File: src/rtl/sprite_frame_scheduler.sv
// Frame-synchronous box scheduler and IDLE/PLAY/WIN sequencer for the VGA overlay.
// Bounds are committed once per frame at the blanking edge; target updates arrive through a one-deep slot.
module sprite_frame_scheduler #(
    parameter int WIDTH       = 640,
    parameter int HEIGHT      = 480,
    parameter int PLAYER_HALF = 25,
    parameter int TARGET_HALF = 30,
    parameter int HOLD_FRAMES = 60
) (
    input  logic        clk_25mHz,
    input  logic        reset,
    input  logic        screen_end,
    input  logic        start,
    input  logic [9:0]  player_x,
    input  logic [8:0]  player_y,
    input  logic        tgt_valid,
    input  logic [9:0]  tgt_x,
    input  logic [8:0]  tgt_y,
    output logic        tgt_ready,
    output logic [9:0]  player_left,
    output logic [9:0]  player_right,
    output logic [8:0]  player_top,
    output logic [8:0]  player_bottom,
    output logic [9:0]  target_left,
    output logic [9:0]  target_right,
    output logic [8:0]  target_top,
    output logic [8:0]  target_bottom,
    output logic [7:0]  hold_count,
    output logic        win,
    output logic        new_target_req,
    output logic [31:0] game_state
);

    localparam logic [9:0] P_HX   = 10'(PLAYER_HALF);
    localparam logic [8:0] P_HY   = 9'(PLAYER_HALF);
    localparam logic [9:0] P_X_HI = 10'(WIDTH - 1 - PLAYER_HALF);
    localparam logic [8:0] P_Y_HI = 9'(HEIGHT - 1 - PLAYER_HALF);
    localparam logic [9:0] T_HX   = 10'(TARGET_HALF);
    localparam logic [8:0] T_HY   = 9'(TARGET_HALF);
    localparam logic [9:0] T_X_HI = 10'(WIDTH - 1 - TARGET_HALF);
    localparam logic [8:0] T_Y_HI = 9'(HEIGHT - 1 - TARGET_HALF);
    localparam logic [7:0] HOLD_LAST = 8'(HOLD_FRAMES - 1);

    typedef enum logic [1:0] {
        ST_IDLE = 2'd0,
        ST_PLAY = 2'd1,
        ST_WIN  = 2'd2
    } state_t;

    function automatic logic [9:0] clamp_x(input logic [9:0] v, input logic [9:0] lo, input logic [9:0] hi);
        logic [9:0] r;
        if (v < lo) r = lo;
        else if (v > hi) r = hi;
        else r = v;
        return r;
    endfunction

    function automatic logic [8:0] clamp_y(input logic [8:0] v, input logic [8:0] lo, input logic [8:0] hi);
        logic [8:0] r;
        if (v < lo) r = lo;
        else if (v > hi) r = hi;
        else r = v;
        return r;
    endfunction

    state_t     state_r;
    logic       se_q_r, armed_r, tick_r, eval_r;
    logic       slot_full_r, tgt_ready_r;
    logic [9:0] slot_x_r;
    logic [8:0] slot_y_r;
    logic [9:0] pl_r, pr_r, tl_r, tr_r;
    logic [8:0] pt_r, pb_r, tt_r, tb_r;
    logic [7:0] hold_r;
    logic       win_r, ntr_r;
    logic [9:0] pcx_s, tcx_s;
    logic [8:0] pcy_s, tcy_s;
    logic       inside_s;

    // Clamped centres and containment test on the committed bounds.
    always_comb begin
        pcx_s    = clamp_x(player_x, P_HX, P_X_HI);
        pcy_s    = clamp_y(player_y, P_HY, P_Y_HI);
        tcx_s    = clamp_x(slot_x_r, T_HX, T_X_HI);
        tcy_s    = clamp_y(slot_y_r, T_HY, T_Y_HI);
        inside_s = (pl_r >= tl_r) && (pr_r <= tr_r) && (pt_r >= tt_r) && (pb_r <= tb_r);
    end

    // Frame tick; armed_r suppresses a tick for a screen_end already high at reset release.
    always_ff @(posedge clk_25mHz) begin
        if (!reset) begin
            se_q_r  <= 1'b0;
            armed_r <= 1'b0;
            tick_r  <= 1'b0;
            eval_r  <= 1'b0;
        end else begin
            se_q_r  <= screen_end;
            armed_r <= 1'b1;
            tick_r  <= armed_r & screen_end & ~se_q_r;
            eval_r  <= tick_r;
        end
    end

    // One-deep target slot; a tick drains it before any new value may enter.
    always_ff @(posedge clk_25mHz) begin
        if (!reset) begin
            slot_full_r <= 1'b0;
            tgt_ready_r <= 1'b0;
            slot_x_r    <= 10'd0;
            slot_y_r    <= 9'd0;
        end else if (tick_r && slot_full_r) begin
            slot_full_r <= 1'b0;
            tgt_ready_r <= 1'b1;
        end else if (tgt_valid && tgt_ready_r) begin
            slot_full_r <= 1'b1;
            tgt_ready_r <= 1'b0;
            slot_x_r    <= tgt_x;
            slot_y_r    <= tgt_y;
        end else begin
            tgt_ready_r <= ~slot_full_r;
        end
    end

    // Bounds commit on the tick cycle only.
    always_ff @(posedge clk_25mHz) begin
        if (!reset) begin
            pl_r <= 10'd0; pr_r <= 10'd0; pt_r <= 9'd0; pb_r <= 9'd0;
            tl_r <= 10'd0; tr_r <= 10'd0; tt_r <= 9'd0; tb_r <= 9'd0;
        end else if (tick_r) begin
            pl_r <= pcx_s - P_HX;
            pr_r <= pcx_s + P_HX;
            pt_r <= pcy_s - P_HY;
            pb_r <= pcy_s + P_HY;
            if (slot_full_r) begin
                tl_r <= tcx_s - T_HX;
                tr_r <= tcx_s + T_HX;
                tt_r <= tcy_s - T_HY;
                tb_r <= tcy_s + T_HY;
            end else begin
                tl_r <= tl_r; tr_r <= tr_r; tt_r <= tt_r; tb_r <= tb_r;
            end
        end else begin
            pl_r <= pl_r; pr_r <= pr_r; pt_r <= pt_r; pb_r <= pb_r;
        end
    end

    // Game sequencer; start is only honoured outside PLAY, so it naturally wins over eval.
    always_ff @(posedge clk_25mHz) begin
        if (!reset) begin
            state_r <= ST_IDLE;
            hold_r  <= 8'd0;
            win_r   <= 1'b0;
            ntr_r   <= 1'b0;
        end else begin
            win_r <= 1'b0;
            ntr_r <= 1'b0;
            case (state_r)
                ST_IDLE: begin
                    if (start) begin
                        state_r <= ST_PLAY;
                        hold_r  <= 8'd0;
                    end else begin
                        state_r <= ST_IDLE;
                    end
                end
                ST_PLAY: begin
                    if (eval_r && inside_s) begin
                        hold_r <= (hold_r == 8'hFF) ? 8'hFF : hold_r + 8'd1;
                        if (hold_r == HOLD_LAST) begin
                            state_r <= ST_WIN;
                            win_r   <= 1'b1;
                        end else begin
                            state_r <= ST_PLAY;
                        end
                    end else if (eval_r) begin
                        hold_r <= 8'd0;
                    end else begin
                        hold_r <= hold_r;
                    end
                end
                ST_WIN: begin
                    if (start) begin
                        state_r <= ST_PLAY;
                        hold_r  <= 8'd0;
                        ntr_r   <= 1'b1;
                    end else begin
                        state_r <= ST_WIN;
                    end
                end
                default: begin
                    state_r <= ST_IDLE;
                    hold_r  <= 8'd0;
                end
            endcase
        end
    end

    assign tgt_ready      = tgt_ready_r;
    assign player_left    = pl_r;
    assign player_right   = pr_r;
    assign player_top     = pt_r;
    assign player_bottom  = pb_r;
    assign target_left    = tl_r;
    assign target_right   = tr_r;
    assign target_top     = tt_r;
    assign target_bottom  = tb_r;
    assign hold_count     = hold_r;
    assign win            = win_r;
    assign new_target_req = ntr_r;
    assign game_state     = {30'd0, state_r};

endmodule

File: config.mk
export PLATFORM = sky130hd
export DESIGN_NAME = sprite_frame_scheduler
export DESIGN_NICKNAME = d
export VERILOG_FILES = /design/src/rtl/sprite_frame_scheduler.sv
export SDC_FILE = /design/constraint.sdc
export NUM_CORES = 1
export LEC_CHECK = 0
export ABC_AREA = 1
export ABC_CLOCK_PERIOD_IN_PS = 2600
export CAP_MARGIN = 10
export CORE_ASPECT_RATIO = 1.25
export CORE_MARGIN = 2
export CORE_UTILIZATION = 51
export CTS_CLUSTER_SIZE = 30
export DETAILED_ROUTE_END_ITERATION = 12
export PLACE_DENSITY = 0.92
export SYNTH_ARGS = -nofsm -noshare
export SYNTH_HDL_FRONTEND = slang
export SYNTH_SLANG_ARGS = --single-unit
File: constraint.sdc
create_clock -name clk_25mHz -period 2.6 [get_ports clk_25mHz]
set_input_delay 0.26 -clock clk_25mHz [delete_from_list [all_inputs] [get_ports clk_25mHz]]
set_output_delay 0.26 -clock clk_25mHz [all_outputs]
set_load 0.05 [all_outputs]
==> impl_metrics.env <==
export IMPL_cts_root_buf="clkbuf_16"
export IMPL_ctsHtreeMaxLevel=3
export IMPL_num_vias=6966
export IMPL_fin_nets=1216
export IMPL_tns_ns=0
export IMPL_grt_antenna_before_repair=0
export IMPL_initial_core_util=0.519
export IMPL_syn2layout_area_growth_pct=23.4
export IMPL_hold_ws_ns=0.356
export IMPL_synth_seq_area_share=0.313
export IMPL_post_cts_buffers=0
export IMPL_placementRows=47
export IMPL_multi_input_area_mm2=0.00386
export IMPL_max_freq_ghz=0.453
export IMPL_min_path_type="in2reg"
export IMPL_drive_above_1_share=0.0547
export IMPL_remaining_drc_errors=0
export IMPL_cts_resized=0
export IMPL_wl_per_cell_um=14.2
export IMPL_final_min_clock_period_ns=2.21
export IMPL_dieWidth_um=108
export IMPL_grt_util_all_layers=0.260
export IMPL_fin_skew_ns=0.00776
export IMPL_final_common_cell="nand2_1"
export IMPL_outcome="completed"
export IMPL_gpl_final_weighted_congestion=0.926
export IMPL_p_int_uw=2950
export IMPL_peakVddDrop_uv=333
export IMPL_post_route_period_util=0.848
export IMPL_io_buffers=131
export IMPL_ios=162
export IMPL_drt_initial_drc_count=439
export IMPL_leakage_uw=0.00388
export IMPL_syn_area_per_cell_um2=6.74
export IMPL_slew_viol_final=0
export IMPL_grt_max_degree=65
export IMPL_grt_overflow=0
export IMPL_netlist_area_mm2=0.00684
export IMPL_antenna_left=0
export IMPL_ys_flop_type="dfxtp_1"
export IMPL_dpl_instance_area_mm2=0.00812
export IMPL_cts_made_buffers=9
export IMPL_core_mm2=0.0132
export IMPL_critPathCaptureType="flop"
export IMPL_rsz0062_at_grt="no"
export IMPL_switching_share=0.332
export IMPL_grt_pass1_vias=6429
export IMPL_yosys_warnings=0
export IMPL_seq_power_share=0.399
export IMPL_crit_fanout=9
export IMPL_final_area_mm2=0.00844
export IMPL_critical_path_class="reg2reg"
export IMPL_setup_viol=0
export IMPL_cts_tree="done"
export IMPL_ys_seq_elements=107
export IMPL_dp_hpwl_um=14000
export IMPL_drtPass1Iterations=9
export IMPL_cts_num_sinks=107
export IMPL_finalHoldViolations=0
export IMPL_async_reset_ff_frac=0
export IMPL_drv_cap=0
export IMPL_p_comb_frac=0.263
export IMPL_grt_pass1_wl_um=30000
export IMPL_n_antenna_cell=0
export IMPL_synth_edf_count=0
export IMPL_startpoint_type="flop"
export IMPL_avgViaCountPerCell=5.34
export IMPL_relSlewSlack=0.398
export IMPL_cp_data_required_time_ns=2.88
export IMPL_clock_latency_ns=0.36
export IMPL_power_per_cell_area_mw_per_mm2=524
export IMPL_fp_dieArea_mm2=0.0144
export IMPL_arrival_ns=2.49
export IMPL_syn_inst=1015
export IMPL_worstMarginPinSlew_ns=0.902
export IMPL_routed_wl_um=18500
export IMPL_holdBufCountCts=0
export IMPL_die_h_um=133
export IMPL_register_area_mm2=0.00214
export IMPL_final_cell_mix="nand2_1 (187), inv_1 (138), clkdlybuf4s50_1 (130)"
export IMPL_fill_cells=1118
export IMPL_path_clk_slew_ns=0.07
export IMPL_clock_path_buffers=2
export IMPL_p_sw_uw=1470
export IMPL_ys_types=48
export IMPL_clockPowerShare=0.337
==> worst max-delay path, cell delays in order, from the launching register on <==
cell,delay (ns)
dfxtp_1,0.38
inv_1,0.07
ha_1,0.29
nand2_1,0.07
nor2_1,0.21
nand4_1,0.11
nand3_1,0.10
o21ai_0,0.14
nor2_2,0.34
nand3_1,0.16
nand2_1,0.11
nand2_1,0.05
nor2_1,0.09
==> routing by layer <==
metal | vias to the layer above | part of all wire | track usage
li1 | 3481 | - | -
met1 | 3142 | 0.40 | 0.307
met2 | 287 | 0.51 | 0.457
met3 | 56 | 0.051 | 0.0284
met4 | 0 | 0.043 | 0.134
met5 | - | 0 | 0
==> cells in the mapped netlist (6+ instances only) <==
cell type,count,area share
nand2_1,187,0.10
nor2_1,118,0.065
nand2_2,9,0.0082
clkbuf_1,24,0.013
nand4_1,22,0.020
xor2_1,12,0.015
a21oi_1,88,0.064
nand3_2,6,0.0088
o211ai_1,6,0.0066
inv_1,138,0.076
nor3_1,8,0.0059
dfxtp_1,107,0.31
buf_4,37,0.041
o21ai_0,79,0.058
nor2_2,8,0.0073
ha_1,44,0.080
nand3_1,63,0.046
==> kinds of logic after synthesis <==
kind of cell | count (synthesis) | synth area share
AND/OR/NAND/NOR | 435 | 0.283
buffers and inverters | 208 | 0.139
AO/OA/AOI/OAI | 203 | 0.162
flip-flops | 107 | 0.313
adder cells (fa/ha/maj) | 44 | 0.0805
XOR/XNOR | 17 | 0.0218
other | 1 | 0.000548
==> per-stage QoR <==
step | power, µW | setup slack, ns | util | std cells
CTS | 4420 | 0.419 | 0.641 | 1305
global placement | 2920 | 0.200 | 0.616 | 1289
floorplan | 2670 | 0.515 | - | 1044
detailed placement | 2950 | 0.102 | 0.616 | 1289
global route | 4620 | 0.189 | 0.641 | 1305
finish | 4420 | 0.395 | 0.641 | 1305
==> power groups by stage <==
stage	Clock, µW	Combinational, µW	Sequential [µW]
floorplan	0	764	1910
global placement	0	1120	1800
detailed placement	0	1140	1800
CTS	1500	1160	1760
global route	1560	1290	1770
finish	1490	1160	1770
==> final timing paths <==
kind | start | end | slack, ns | depth (start not counted)
setup / recovery | target_left[9] | state_r[1] | 0.39 | 12
hold / removal | reset | player_right[6] | 0.36 | 3
setup reg to reg | target_left[9] | state_r[1] | 0.39 | 12
hold reg to reg | se_q_r | tick_r | 0.40 | 1
==> sequential cells by signal, summed over array words and instances (netlist names), 8 cells and up <==
register and cells:
hold_count 8, player_bottom 8, player_left 10, player_right 9
player_top 9, slot_x_r 10, slot_y_r 9, target_left 10
target_right 8, target_top 9
==> area by class of cell <==
type	count	share of cell area
well taps	171	0.0254
clock inverters	4	0.00875
multi-input cells	729	0.457
repair buffers	140	0.163
flip-flops and latches	107	0.254
clock buffers	12	0.0292
inverters	142	0.0632
No activity file was read; power rests on OpenSTA's default activity.
